## config.mk

```make
export PLATFORM = sky130hd
export DESIGN_NAME = delta_rd_stream
export DESIGN_NICKNAME = d
export VERILOG_FILES = /design/src/rtl/delta_rd_stream.sv
export SDC_FILE = /design/constraint.sdc
export NUM_CORES = 1
export LEC_CHECK = 0
export ABC_CLOCK_PERIOD_IN_PS = 5000
export CAP_MARGIN = 20
export CORE_MARGIN = 10
export CORE_UTILIZATION = 50
export DETAILED_ROUTE_END_ITERATION = 16
export HOLD_SLACK_MARGIN = 0.02
export PLACE_DENSITY = 0.79
export SYNTH_ARGS = -nofsm -noshare
export SYNTH_HDL_FRONTEND = slang
export SYNTH_SLANG_ARGS = --single-unit
```

## constraint.sdc

```tcl
create_clock -name clk -period 5 [get_ports clk]
set_input_delay 1 -clock clk [delete_from_list [all_inputs] [get_ports clk]]
set_output_delay 1 -clock clk [all_outputs]
set_load 0.05 [all_outputs]
```

## src/rtl/delta_rd_stream.sv

```systemverilog
// ----------------------------------------------------------------------------
// delta_rd_stream
//   Reads a burst of cfg_len consecutive SRAM words, starting at cfg_base and
//   wrapping modulo SRAM_DEPTH. The words go out on a valid/ready stream. A
//   2-entry output FIFO and a 1-deep in-flight flag keep at most two words
//   ahead of the sink. This sustains 1 word/cycle when the sink is always
//   ready.
//
// Ports
//   clk, rst_n      : clock (posedge); asynchronous active-low reset
//   cfg_start       : start request, accepted only while cfg_rdy
//   cfg_base        : first word address of the burst
//   cfg_len         : number of words (0 = complete immediately)
//   cfg_rdy         : block is idle and can take a start
//   abort           : synchronous cancel of the running burst (no done)
//   sram_read_en    : SRAM read strobe; data returns on the next cycle
//   sram_addr_r     : SRAM read address
//   sram_data_out   : SRAM read data
//   out_vld/out_rdy : stream handshake
//   out_dat         : stream data (FIFO head)
//   busy            : burst in progress (READ or DRAIN)
//   done            : one-cycle pulse after the final word, or after a
//                     zero-length start
// ----------------------------------------------------------------------------
module delta_rd_stream #(
    parameter int SRAM_DEPTH_BIT = 6,
    parameter int SRAM_DEPTH     = 2**SRAM_DEPTH_BIT,
    parameter int SRAM_WIDTH     = 28
) (
    input  logic                      clk,
    input  logic                      rst_n,
    input  logic                      cfg_start,
    input  logic [SRAM_DEPTH_BIT-1:0] cfg_base,
    input  logic [SRAM_DEPTH_BIT:0]   cfg_len,
    output logic                      cfg_rdy,
    input  logic                      abort,
    output logic                      sram_read_en,
    output logic [SRAM_DEPTH_BIT-1:0] sram_addr_r,
    input  logic [SRAM_WIDTH-1:0]     sram_data_out,
    output logic                      out_vld,
    input  logic                      out_rdy,
    output logic [SRAM_WIDTH-1:0]     out_dat,
    output logic                      busy,
    output logic                      done
);

    localparam logic [1:0] ST_IDLE  = 2'd0;
    localparam logic [1:0] ST_READ  = 2'd1;
    localparam logic [1:0] ST_DRAIN = 2'd2;

    localparam logic [SRAM_DEPTH_BIT-1:0] ADDR_LAST = SRAM_DEPTH_BIT'(SRAM_DEPTH - 1);
    localparam logic [SRAM_DEPTH_BIT:0]   LEN_ONE   = (SRAM_DEPTH_BIT+1)'(1);

    logic [1:0]                r_state;
    logic [SRAM_DEPTH_BIT-1:0] r_addr;
    logic [SRAM_DEPTH_BIT:0]   r_remain;
    logic                      r_inflight;
    logic [SRAM_WIDTH-1:0]     r_fifo [0:1];
    logic                      r_wptr;
    logic                      r_rptr;
    logic [1:0]                r_cnt;
    logic                      r_done;

    logic                      w_pop;
    logic                      w_push;
    logic [2:0]                w_occ;
    logic                      w_issue;
    logic                      w_accept;
    logic                      w_last_hs;
    logic                      w_kill;
    logic [SRAM_DEPTH_BIT-1:0] w_addr_nxt;

    always_comb begin
        w_pop      = (r_cnt != 2'd0) && out_rdy;
        w_push     = r_inflight;
        w_occ      = {1'b0, r_cnt} + {2'b00, r_inflight};
        // An issue at occupancy 2 only fits when a word leaves in the same cycle.
        w_issue    = (r_state == ST_READ) && !abort && (r_remain != '0) &&
                     ((w_occ < 3'd2) || ((w_occ == 3'd2) && w_pop));
        w_accept   = (r_state == ST_IDLE) && cfg_start && !abort;
        w_last_hs  = (r_state == ST_DRAIN) && w_pop && (r_cnt == 2'd1) && !r_inflight;
        w_kill     = abort && (r_state != ST_IDLE);
        w_addr_nxt = (r_addr == ADDR_LAST) ? '0 : r_addr + 1'b1;
    end

    // Burst control: state, address, remaining read count, done pulse.
    always_ff @(posedge clk or negedge rst_n) begin
        if (!rst_n) begin
            r_state    <= ST_IDLE;
            r_addr     <= '0;
            r_remain   <= '0;
            r_inflight <= 1'b0;
            r_done     <= 1'b0;
        end else begin
            r_done     <= 1'b0;
            r_inflight <= w_issue;
            case (r_state)
                ST_IDLE: begin
                    if (w_accept) begin
                        r_addr   <= cfg_base;
                        r_remain <= cfg_len;
                        if (cfg_len != '0) r_state <= ST_READ;
                        else               r_done  <= 1'b1;
                    end
                end
                ST_READ: begin
                    if (abort) begin
                        r_state  <= ST_IDLE;
                        r_remain <= '0;
                    end else if (w_issue) begin
                        r_addr   <= w_addr_nxt;
                        r_remain <= r_remain - 1'b1;
                        if (r_remain == LEN_ONE) r_state <= ST_DRAIN;
                    end
                end
                ST_DRAIN: begin
                    if (abort) begin
                        r_state <= ST_IDLE;
                    end else if (w_last_hs) begin
                        r_state <= ST_IDLE;
                        r_done  <= 1'b1;
                    end
                end
                default: r_state <= ST_IDLE;
            endcase
        end
    end

    // Output FIFO: two entries. Push comes from the in-flight read and pop
    // from the stream handshake.
    always_ff @(posedge clk or negedge rst_n) begin
        if (!rst_n) begin
            for (int unsigned i = 0; i < 2; i++) r_fifo[i] <= '0;
            r_wptr <= 1'b0;
            r_rptr <= 1'b0;
            r_cnt  <= 2'd0;
        end else if (w_kill) begin
            r_wptr <= 1'b0;
            r_rptr <= 1'b0;
            r_cnt  <= 2'd0;
        end else begin
            if (w_push) begin
                r_fifo[r_wptr] <= sram_data_out;
                r_wptr         <= ~r_wptr;
            end
            if (w_pop) r_rptr <= ~r_rptr;
            case ({w_push, w_pop})
                2'b10:   r_cnt <= r_cnt + 2'd1;
                2'b01:   r_cnt <= r_cnt - 2'd1;
                default: r_cnt <= r_cnt;
            endcase
        end
    end

    always_comb begin
        cfg_rdy      = (r_state == ST_IDLE);
        busy         = (r_state == ST_READ) || (r_state == ST_DRAIN);
        done         = r_done;
        sram_read_en = w_issue;
        sram_addr_r  = r_addr;
        out_vld      = (r_cnt != 2'd0);
        out_dat      = r_fifo[r_rptr];
    end

endmodule
```

* Word level (Yosys, flattened, before mapping)
Index checks and enable logic that the tools add are counted.
** Operators by class
- Add/subtract/negate cells :: 5
- Order comparisons :: 4
- Equal/unequal tests :: 15
- Mux-type cells :: 34
- Bitwise operators :: 5
- Reductions and logical operators :: 29
** Operators with widths (number)
- two-way mux 28 bit :: 4
- bitwise mux 56 bit :: 1
- demux 28 bit (select 1 bit) :: 1
- two-way mux 6 bit :: 4
- two-way mux 7 bit :: 3
- two-way mux 2 bit :: 8
- case mux 7 bit (2 select lines) :: 1
- nonzero test 7 bit :: 2
- logical AND 1 bit :: 12
- case mux 6 bit (2 select lines) :: 1
- nonzero test 2 bit :: 5
- two-way mux 1 bit :: 8
- equality test 7 x 1 -> 1 bit, second input constant :: 1
- subtractor 7 x 1 -> 7 bit, second input constant :: 1
- adder 6 x 1 -> 6 bit, second input constant :: 1
- equality test 2 x 1 -> 1 bit, second input constant :: 3
- equality test 6 bit, second input constant :: 1
- != test 3 bit, second input constant :: 2
- case mux 2 bit (3 select lines) :: 1
- AND reduction 5 bit :: 1
- equality test 2 bit, second input constant :: 2
- greater-or-equal comparator 2 bit, second input constant :: 2
- != test 2 x 1 -> 1 bit, second input constant :: 2
- != test 2 bit, second input constant :: 2
- 18 further kinds :: 23
** Word-level totals
- Bits in registers :: 77
- Input bits :: 46
- Output and inout port bits :: 39
- Word-level logic and storage cells :: 102

* Longest topological paths before layout
Gate-level depths: netlist (run 1).
- Depth in word-level cells :: 8
- Depth in mapped cells :: 9
- Mapped depth without buffers :: 7

* Worst setup path after synthesis (run 1)
No wires, ideal clock.
- Path kind :: input to output
- From :: in out_rdy
- To :: out sram_read_en
- Arrival :: 1.892 ns
- Data required time :: 4.000 ns
- Slack :: 2.108 ns
- Stages on the path :: 4
- Path buffers :: 1
- Path through :: nor2b_1 -> buf_4 -> a31o_4 -> and3_1
** On the way
- Cells in the longest elaborated chain, start to end :: 4
** Ends and longest elaborated chain
- start, declared :: line 41 : input logic out_rdy,
- logical AND 1 bit :: line 74 : w_pop = (r_cnt != 2'd0) && out_rdy;
- logical AND 1 bit :: line 79 : ((w_occ < 3'd2) || ((w_occ == 3'd2) && w_pop));
- logical OR 1 bit :: line 79
- logical AND 1 bit :: line 78 : w_issue = (r_state == ST_READ) && !abort && (r_remain != '0) &&
- end, declared :: line 37 : output logic sram_read_en,
Every way passes these cells.

* Worst setup path in the final report (run 1)
Same ends and word-level chain as after synthesis.

==> results.ini, run 1 <==
[outcome]
status = finished, final reports clean

[die]
die_h_um = 108
die_x_um = 108
coreArea_um2 = 7650
die_area_um2 = 11700
ios = 85
rows = 32
initial_utilization_pct = 50.7

[clocking]
clk_latency_ns = 0.35
cts_resized = 0
clockBufferDepth = 2
path_clk_slew_ns = 0.09
cts_htree_levels = 3
cts_buffers = 9
cts_hold_buf = 0
postCtsSetupBuffers = 0
cts_tree = yes
clockRootBuffer = clkbuf_8
clock-sinks = 77

[timing]
grt_setup_unrepaired = no
final_hold_viol_count = 0
maxSlewViolCount = 0
fin_crit_ns = 4.21
finalSetupViolCount = 0
setup_tns_ns = 0
fmax_mhz = 237
whs_ns = 0.492
min_period_over_period_pct = 84.2
slew_headroom_pct = 37.6
worst_slew_pin_slew_ns = 0.936
clock_skew_ns = 0.00939

[layout]
layout_common_cells = clkdlybuf4s50_1, mux2_2, dfrtp_1, nand2_1
drive_gt1_share_pct = 27.5
diodes = 0
nets = 457
layout.cells.most_common = clkdlybuf4s50_1
final_cell_area_um2 = 4960
area_delta_synth_final_pct = 27.7
final_util_pct = 64.8
n_fill_cell = 603

[routing]
wl_mm = 8.74
drt.antenna.violating_nets = 0
drt_iter0_markers = 84
wl_per_cell_um = 17.3
dr.pass1.iters = 4
drc = 0
avgViaCountPerCell = 5.46
vias = 2765

[synthesis]
syn_area_per_cell_um2 = 12.4
ys_seq_area_share_pct = 49.7
ys_types = 50
synth_nets = 372
ys_warn_count = 0
synth_cells = 314
ys_seq_elements = 77
synth_edf_count = 0
ys_dominant_reg_cell = dfrtp_1
syn_area_um2 = 3880
synth-async-reset-ratio_pct = 100

[global_routing]
grt_max_degree = 78
grt_usage_pct = 15.1
overflow = 0
antenna_found_initial = 0
grt_pass1_wl_mm = 14.4
grt_pass1_vias = 2943

[pwr]
power_density_nw_per_um2 = 762
ir_drop_mv = 0.435
p_leak_nw = 2.11

[critical_path]
end_kind = primary output
worst_ep_arrival_time_ns = 3.21
worstPathRequired_ns = 4.00
path_max_fanout = 7
worstSetupPathType = input pin to primary output
cp-start-kind = input pin

[placement]
place_area_um2 = 4770
gp_congestion = 0.937
place_hpwl_mm = 6.27
place.port_buffers = 84

[job]
cap_violations = 0

[hold_path]
hp-class = flop to flop

metal layers:
layer | track usage, % | vias up | part of all wire (%)
met5 | 0 | - | 0
met2 | 24.4 | 90 | 48
met1 | 19.3 | 1359 | 44
met3 | 4.22 | 11 | 7.8
li1 | - | 1305 | -
met4 | 4.58 | 0 | 1.1
through the flow:
step                power [mW]  std cells  setup WS, ns
finish                    3.78        506         0.788
global route              4.00        506         0.668
CTS                       3.81        506         0.775
detailed placement        3.35        490         0.775
global placement          3.31        490         0.786
floorplan                 2.72        314          2.11
cell type report:
class / instances / area (um2) / share of cell area (%)
flip-flops and latches: 77 / 1930 / 38.9
multi-input cells: 210 / 1810 / 36.5
repair buffers: 86 / 853 / 17.2
well taps: 102 / 128 / 2.58
clock buffers: 9 / 124 / 2.50
clock inverters: 7 / 57.6 / 1.16
inverters: 15 / 56.3 / 1.14
worst max-delay path, stage by stage:
cell and delay (ns):
clkdlybuf4s50_1 0.48, nor2b_1 0.45, a31o_4 0.28, and3_1 0.19, clkdlybuf4s50_1 0.81
final timing paths:
check	slack, ns	end	from	depth (start not counted)
worst max-delay path	0.79	sram_read_en	out_rdy	5
worst min-delay path	0.49	r_fifo[46]	r_fifo[46]	1
worst max register to register	2.78	sram_addr_r[2]	r_cnt[0]	7
worst min register to register	0.49	r_fifo[46]	r_fifo[46]	1
max in group asynchronous	3.61	r_fifo[0]	rst_n	1
min in group asynchronous	0.79	r_fifo[4]	rst_n	1
logic make-up after synthesis:
group	after synthesis	share of synthesized area, %
XOR/XNOR	4	0.903
adder cells (fa/ha/maj)	12	3.87
flip-flops	77	49.7
AND/OR/NAND/NOR	58	8.00
buffers and inverters	27	3.68
AO/OA/AOI/OAI	48	8.48
multiplexers	88	25.4
synth_stat cells (2+ instances only):
cell type / instances / area share (%)
mux2_2: 82 / 24
dfrtp_1: 77 / 50
nand2_1: 16 / 1.5
inv_1: 14 / 1.4
nor2_1: 14 / 1.4
ha_1: 12 / 3.9
o21ai_0: 12 / 1.5
a21oi_1: 8 / 1.0
a31oi_1: 4 / 0.64
and3_1: 4 / 0.64
buf_6: 4 / 1.2
mux2i_1: 4 / 1.0
nand3_1: 4 / 0.52
nor3_1: 4 / 0.52
a22oi_1: 3 / 0.58
a311oi_1: 3 / 0.68
a32o_1: 3 / 0.77
clkbuf_1: 3 / 0.29
o21ai_1: 3 / 0.39
xnor2_1: 3 / 0.68
a211oi_1: 2 / 0.39
buf_2: 2 / 0.26
buf_4: 2 / 0.39
mux2_1: 2 / 0.58
nand2b_1: 2 / 0.32
nand3b_1: 2 / 0.39
nor2b_1: 2 / 0.32
flip-flops by register name, summed over array words and instances (netlist names):
name and count:
r_fifo 56, r_inflight 1, r_cnt 2, r_rptr 1
sram_addr_r 6, r_remain 7, done 1, r_wptr 1
r_state 2
report_power, final:
| part | leakage [nW] | switching [mW] | total, mW | internal, mW |
|---|---|---|---|---|
| Sequential | 0.949 | 0.187 | 1.10 | 0.915 |
| Combinational | 1.07 | 1.32 | 2.24 | 0.916 |
| Clock | 0.0886 | 0.250 | 0.438 | 0.188 |
| Total | 2.11 | 1.76 | 3.78 | 2.02 |
(Power assumes the default switching activity.)
==> run 2: changes to the inputs <==
--- a/config.mk
+++ b/config.mk
@@ -5,7 +5,7 @@
 export SDC_FILE = /design/constraint.sdc
 export NUM_CORES = 1
 export LEC_CHECK = 0
-export ABC_CLOCK_PERIOD_IN_PS = 5000
+export ABC_CLOCK_PERIOD_IN_PS = 4200
 export CAP_MARGIN = 20
 export CORE_MARGIN = 10
 export CORE_UTILIZATION = 50
==> constraint.sdc (replaced) <==
create_clock -name clk -period 4.2 [get_ports clk]
set_input_delay 0.84 -clock clk [delete_from_list [all_inputs] [get_ports clk]]
set_output_delay 0.84 -clock clk [all_outputs]
set_load 0.05 [all_outputs]
==> results.ini, run 2 (synthesis gave the netlist of run 1 again) <==
[clocking]
clk_latency_ns = 0.34  ; about the same
cts_resized = 0  ; unchanged
clockRootBuffer = clkbuf_8
postCtsSetupBuffers = 0  ; unchanged
cts_htree_levels = 3  ; unchanged
path_clk_slew_ns = 0.09  ; about the same
clockBufferDepth = 2  ; unchanged
cts_hold_buf = 0  ; unchanged
clock-sinks = 77  ; unchanged
cts_tree = yes
cts_buffers = 9  ; unchanged

[global_routing]
antenna_found_initial = 0  ; unchanged
grt_max_degree = 78  ; unchanged
overflow = 0  ; unchanged
grt_pass1_wl_mm = 14.0  ; -2.3%
grt_usage_pct = 14.9  ; -0.26 points
grt_pass1_vias = 2833  ; -3.7%

[layout]
drive_gt1_share_pct = 27.7  ; +0.25 points
area_delta_synth_final_pct = 27.7  ; about the same
nets = 457  ; unchanged
final_cell_area_um2 = 4950  ; about the same
largest_reg_flops = 56  ; unchanged
top_register = r_fifo
layout_common_cells = mux2_2, clkdlybuf4s50_1, dfrtp_1, nand2_1
stdcell_count = 506  ; unchanged
final_util_pct = 64.8  ; about the same
diodes = 0  ; unchanged
n_fill_cell = 591  ; -2.0%

[die]
die_x_um = 108  ; unchanged
coreArea_um2 = 7650  ; unchanged
ios = 85  ; unchanged
rows = 32  ; unchanged
die_h_um = 108  ; unchanged
initial_utilization_pct = 50.7  ; unchanged
die_area_um2 = 11700  ; unchanged

[timing]
fmax_mhz = 297
min_period_over_period_pct = 80.1
grt_setup_unrepaired = no
finalSetupViolCount = 0  ; unchanged
clock_skew_ns = 0.0111  ; +0.00167 ns
setup_tns_ns = 0  ; unchanged
final_hold_viol_count = 0  ; unchanged
worst_slew_pin_slew_ns = 0.952  ; +0.0157 ns
fin_crit_ns = 3.36
slew_headroom_pct = 36.6  ; -1.0 points
maxSlewViolCount = 0  ; unchanged

[routing]
wl_per_cell_um = 17.3  ; -0.15%
wl_mm = 8.73  ; -0.15%
drt.antenna.violating_nets = 0  ; unchanged
drc = 0  ; unchanged
vias = 2755  ; -0.36%
avgViaCountPerCell = 5.44  ; -0.36%
drt_iter0_markers = 110  ; +31%
dr.pass1.iters = 4  ; unchanged

[critical_path]
path_max_fanout = 18  ; +11
slowest_stage = clkdlybuf4s50_1
worstPathCellList = buf_4 -> mux2_2 -> clkdlybuf4s50_1
cp-start-kind = flop
end_kind = primary output
worstPathRequired_ns = 3.36  ; -0.64 ns
worst_ep_arrival_time_ns = 2.52  ; -0.69 ns
cpPeakStageDelay_ns = 0.72  ; -0.09 ns
worstSetupPathType = flop to primary output

[placement]
gp_congestion = 0.890  ; -5.0%
place_hpwl_mm = 6.31  ; +0.62%
place.port_buffers = 84  ; unchanged
dp_cells = 490  ; unchanged
place_area_um2 = 4770  ; about the same

[outcome]
status = finished, final reports clean

[hold_path]
hp-class = flop to flop

[pwr]
p_leak_nw = 2.11  ; about the same
power_density_nw_per_um2 = 907  ; +19%
ir_drop_mv = 0.415  ; -4.6%

[job]
cap_violations = 0  ; unchanged

## run 2: through the flow
| step | hold slack [ns] | power, mW | worst slack, ns |
|---|---|---|---|
| after floorplan | 0.454 | 3.24 | 1.63 |
| after global placement | 0.464 | 3.94 | 0.972 |
| after CTS | 0.501 | 4.54 | 0.780 |
| after detailed placement | 0.481 | 4.00 | 0.943 |
| final | 0.497 | 4.49 | 0.837 |
| after global routing | 0.515 | 4.76 | 0.692 |
## run 2: worst max-delay path: cells and delay by family (launching register included)
kind     cells  cell delay, ns
flops        1            0.70
mux          1            0.38
buf+inv      2            1.10
## run 2: cell type report
type	count	area (um2)	share of cell area, %
clock inverters	7	57.6	1.16
repair buffers	86	851	17.2
well taps	102	128	2.58
multi-input cells	210	1810	36.5
flip-flops and latches	77	1930	38.9
inverters	15	56.3	1.14
clock buffers	9	124	2.50
## run 2: final timing paths
kind	startpoint	end	slack (ns)	cells past startpoint
worst max register to register	r_cnt[1]	sram_addr_r[2]	1.97	7
worst min-delay path	r_fifo[38]	r_fifo[38]	0.50	1
worst min register to register	r_fifo[38]	r_fifo[38]	0.50	1
worst max-delay path	r_rptr	out_dat[27]	0.84	3
min in group asynchronous	rst_n	r_fifo[4]	0.62	1
max in group asynchronous	rst_n	r_fifo[8]	2.94	1
## run 2: layer usage
metal	track usage, %	wire length [um]	share of wire (%)
met1	18.9	3880	44
met2	23.5	4020	46
met3	4.76	751	8.6
met4	4.58	76	0.87
met5	0	0	0
## run 2: where the power goes
group	switching, mW	total, mW	leakage [nW]	internal (mW)
combinational	1.57	2.66	1.08	1.09
clock	0.296	0.518	0.0881	0.223
sequential	0.227	1.32	0.949	1.09
==> run 3: changes to the inputs <==
--- a/config.mk
+++ b/config.mk
@@ -5,7 +5,7 @@
 export SDC_FILE = /design/constraint.sdc
 export NUM_CORES = 1
 export LEC_CHECK = 0
-export ABC_CLOCK_PERIOD_IN_PS = 4200
+export ABC_CLOCK_PERIOD_IN_PS = 3500
 export CAP_MARGIN = 20
 export CORE_MARGIN = 10
 export CORE_UTILIZATION = 50
==> constraint.sdc (replaced) <==
create_clock -name clk -period 3.5 [get_ports clk]
set_input_delay 0.7 -clock clk [delete_from_list [all_inputs] [get_ports clk]]
set_output_delay 0.7 -clock clk [all_outputs]
set_load 0.05 [all_outputs]
==> results.ini, run 3 (synthesis gave the netlist of run 1 again) <==
[critical_path]
path_max_fanout = 13  ; -5
crit_buf_inv = 3  ; +1
critPathMostFrequentCell = inv_1
r2r_start = r_state[1]
worst_ep_arrival_time_ns = 2.35  ; -0.17 ns
critical-path-top-delay-family = simple AND/OR/NAND/NOR gates
worstPathRequired_ns = 2.80  ; -0.56 ns
worstPathCellList = inv_1 -> ha_1 -> inv_1 -> nor2_1 -> and3_1 -> buf_12
critPathLaunch = r_state[1]
slowest_stage = ha_1
end_kind = primary output
cpPeakStageDelay_ns = 0.42  ; -0.30 ns
cp-start-kind = flop
worstSetupPathType = flop to primary output

[placement]
place_hpwl_mm = 6.24  ; -1.2%
place.port_buffers = 84  ; unchanged
place_area_um2 = 4790  ; +0.42%
gp_congestion = 0.930  ; +4.5%
dp_worst_setup_slack_ns = 0.768  ; -0.175 ns

[timing]
fmax_mhz = 328
clock_skew_ns = 0.0135  ; +0.00244 ns
fin_crit_ns = 3.05
final_hold_viol_count = 0  ; unchanged
setup_ws_ns = 0.452  ; -0.385 ns
slew_headroom_pct = 37.1  ; +0.56 points
finalSetupViolCount = 0  ; unchanged
worst_slew_pin_slew_ns = 0.943  ; -0.00835 ns
grt_setup_unrepaired = no
maxSlewViolCount = 0  ; unchanged
min_period_over_period_pct = 87.1
setup_tns_ns = 0  ; unchanged

[layout]
diodes = 0  ; unchanged
final_cell_area_um2 = 5000  ; +0.93%
nets = 458  ; +0.22%
area_delta_synth_final_pct = 28.9
layout_common_cells = mux2_2, clkdlybuf4s50_1, dfrtp_1, nand2_1
largest_reg_flops = 56  ; unchanged
n_fill_cell = 597  ; +1.0%
top_register = r_fifo
drive_gt1_share_pct = 27.9  ; +0.18 points

[die]
coreArea_um2 = 7650  ; unchanged
die_area_um2 = 11700  ; unchanged
die_h_um = 108  ; unchanged
initial_utilization_pct = 50.7  ; unchanged
die_x_um = 108  ; unchanged
rows = 32  ; unchanged
ios = 85  ; unchanged

[pwr]
power_density_nw_per_um2 = 1090  ; +21%
p_leak_nw = 2.14  ; +1.0%
ir_drop_mv = 0.524  ; +26%

[global_routing]
overflow = 0  ; unchanged
grt_max_degree = 78  ; unchanged
antenna_found_initial = 0  ; unchanged
grt_pass1_wl_mm = 14.1  ; +0.59%
grt_pass1_vias = 2860  ; +0.95%
grt_usage_pct = 15.0  ; +0.17 points

[clocking]
clk_latency_ns = 0.35  ; about the same
postCtsSetupBuffers = 0  ; unchanged
clockBufferDepth = 2  ; unchanged
cts_resized = 0  ; unchanged
cts_tree = yes
cts_buffers = 9  ; unchanged
cts_htree_levels = 3  ; unchanged
clockRootBuffer = clkbuf_8
cts_hold_buf = 0  ; unchanged
path_clk_slew_ns = 0.09  ; about the same
clock-sinks = 77  ; unchanged

[routing]
avgViaCountPerCell = 5.45  ; about the same
dr.pass1.iters = 4  ; unchanged
drt.antenna.violating_nets = 0  ; unchanged
wl_per_cell_um = 17.0  ; -1.4%
wl_mm = 8.62  ; -1.2%
drc = 0  ; unchanged
drt_iter0_markers = 88  ; -20%
vias = 2761  ; +0.22%

[hold_path]
hp-class = input pin to asynchronous set/reset pin

[outcome]
status = finished, final reports clean

[job]
cap_violations = 0  ; unchanged

[run 3: changes by cell type in the layout (fill, tap and decap cells not counted)]
| cell | previous run | this run |
|---|---|---|
| buf_12 | 0 | 1 |
| clkinv_4 | 1 | 3 |
| clkinvlp_4 | 2 | 1 |
| bufinv_16 | 0 | 1 |
| inv_6 | 2 | 1 |
| clkinv_2 | 1 | 0 |
[run 3: per-stage QoR]
step	total power, mW	instances	hold WS, ns	utilization [%]
6_report	5.47	507	0.489	65.4
3_3_place_gp	4.76	491	0.463	62.7
5_1_grt	5.81	507	0.519	65.4
2_1_floorplan	3.89	314	0.404	-
3_5_place_dp	4.81	491	0.475	62.7
4_1_cts	5.53	507	0.496	65.4
[run 3: worst register-to-register path: stages (launching register included)]
cell and delay, ns:
dfrtp_1 0.41, inv_1 0.09, ha_1 0.42, inv_1 0.29, nor2_1 0.35, a311o_2 0.33
o21ai_1 0.08, o211ai_1 0.10
[run 3: routing by layer]
metal	vias up	share of wire [%]	global-route usage (%)
met4	0	1.2	4.87
met3	13	7.9	4.94
met2	90	46	23.3
met5	-	0	0
li1	1313	-	-
met1	1345	45	19.4
[run 3: layout make-up]
type	count	area (um2)	area share (%)
sequential	77	1930	38.5
multi-input combinational	210	1810	36.2
timing repair buffer	87	871	17.4
tap	102	128	2.55
clock buffer	9	124	2.48
clock inverter	7	83.8	1.68
inverter	15	56.3	1.13
[run 3: power by group]
| group | total [mW] | internal, mW | switching (mW) | leakage, nW |
|---|---|---|---|---|
| registers | 1.57 | 1.31 | 0.258 | 0.949 |
| logic | 3.21 | 1.32 | 1.89 | 1.09 |
| clock network | 0.694 | 0.340 | 0.354 | 0.102 |
[run 3: path summary, 6_finish.rpt]
| kind | end | slack (ns) | depth (start not counted) |
|---|---|---|---|
| max | sram_read_en | 0.45 | 6 |
| min | r_fifo[42] | 0.49 | 1 |
| max reg2reg | r_remain[6] | 1.34 | 7 |
| min reg2reg | r_fifo[46] | 0.49 | 1 |
| max in group asynchronous | r_fifo[22] | 2.40 | 1 |
| min in group clk | r_fifo[46] | 0.49 | 1 |
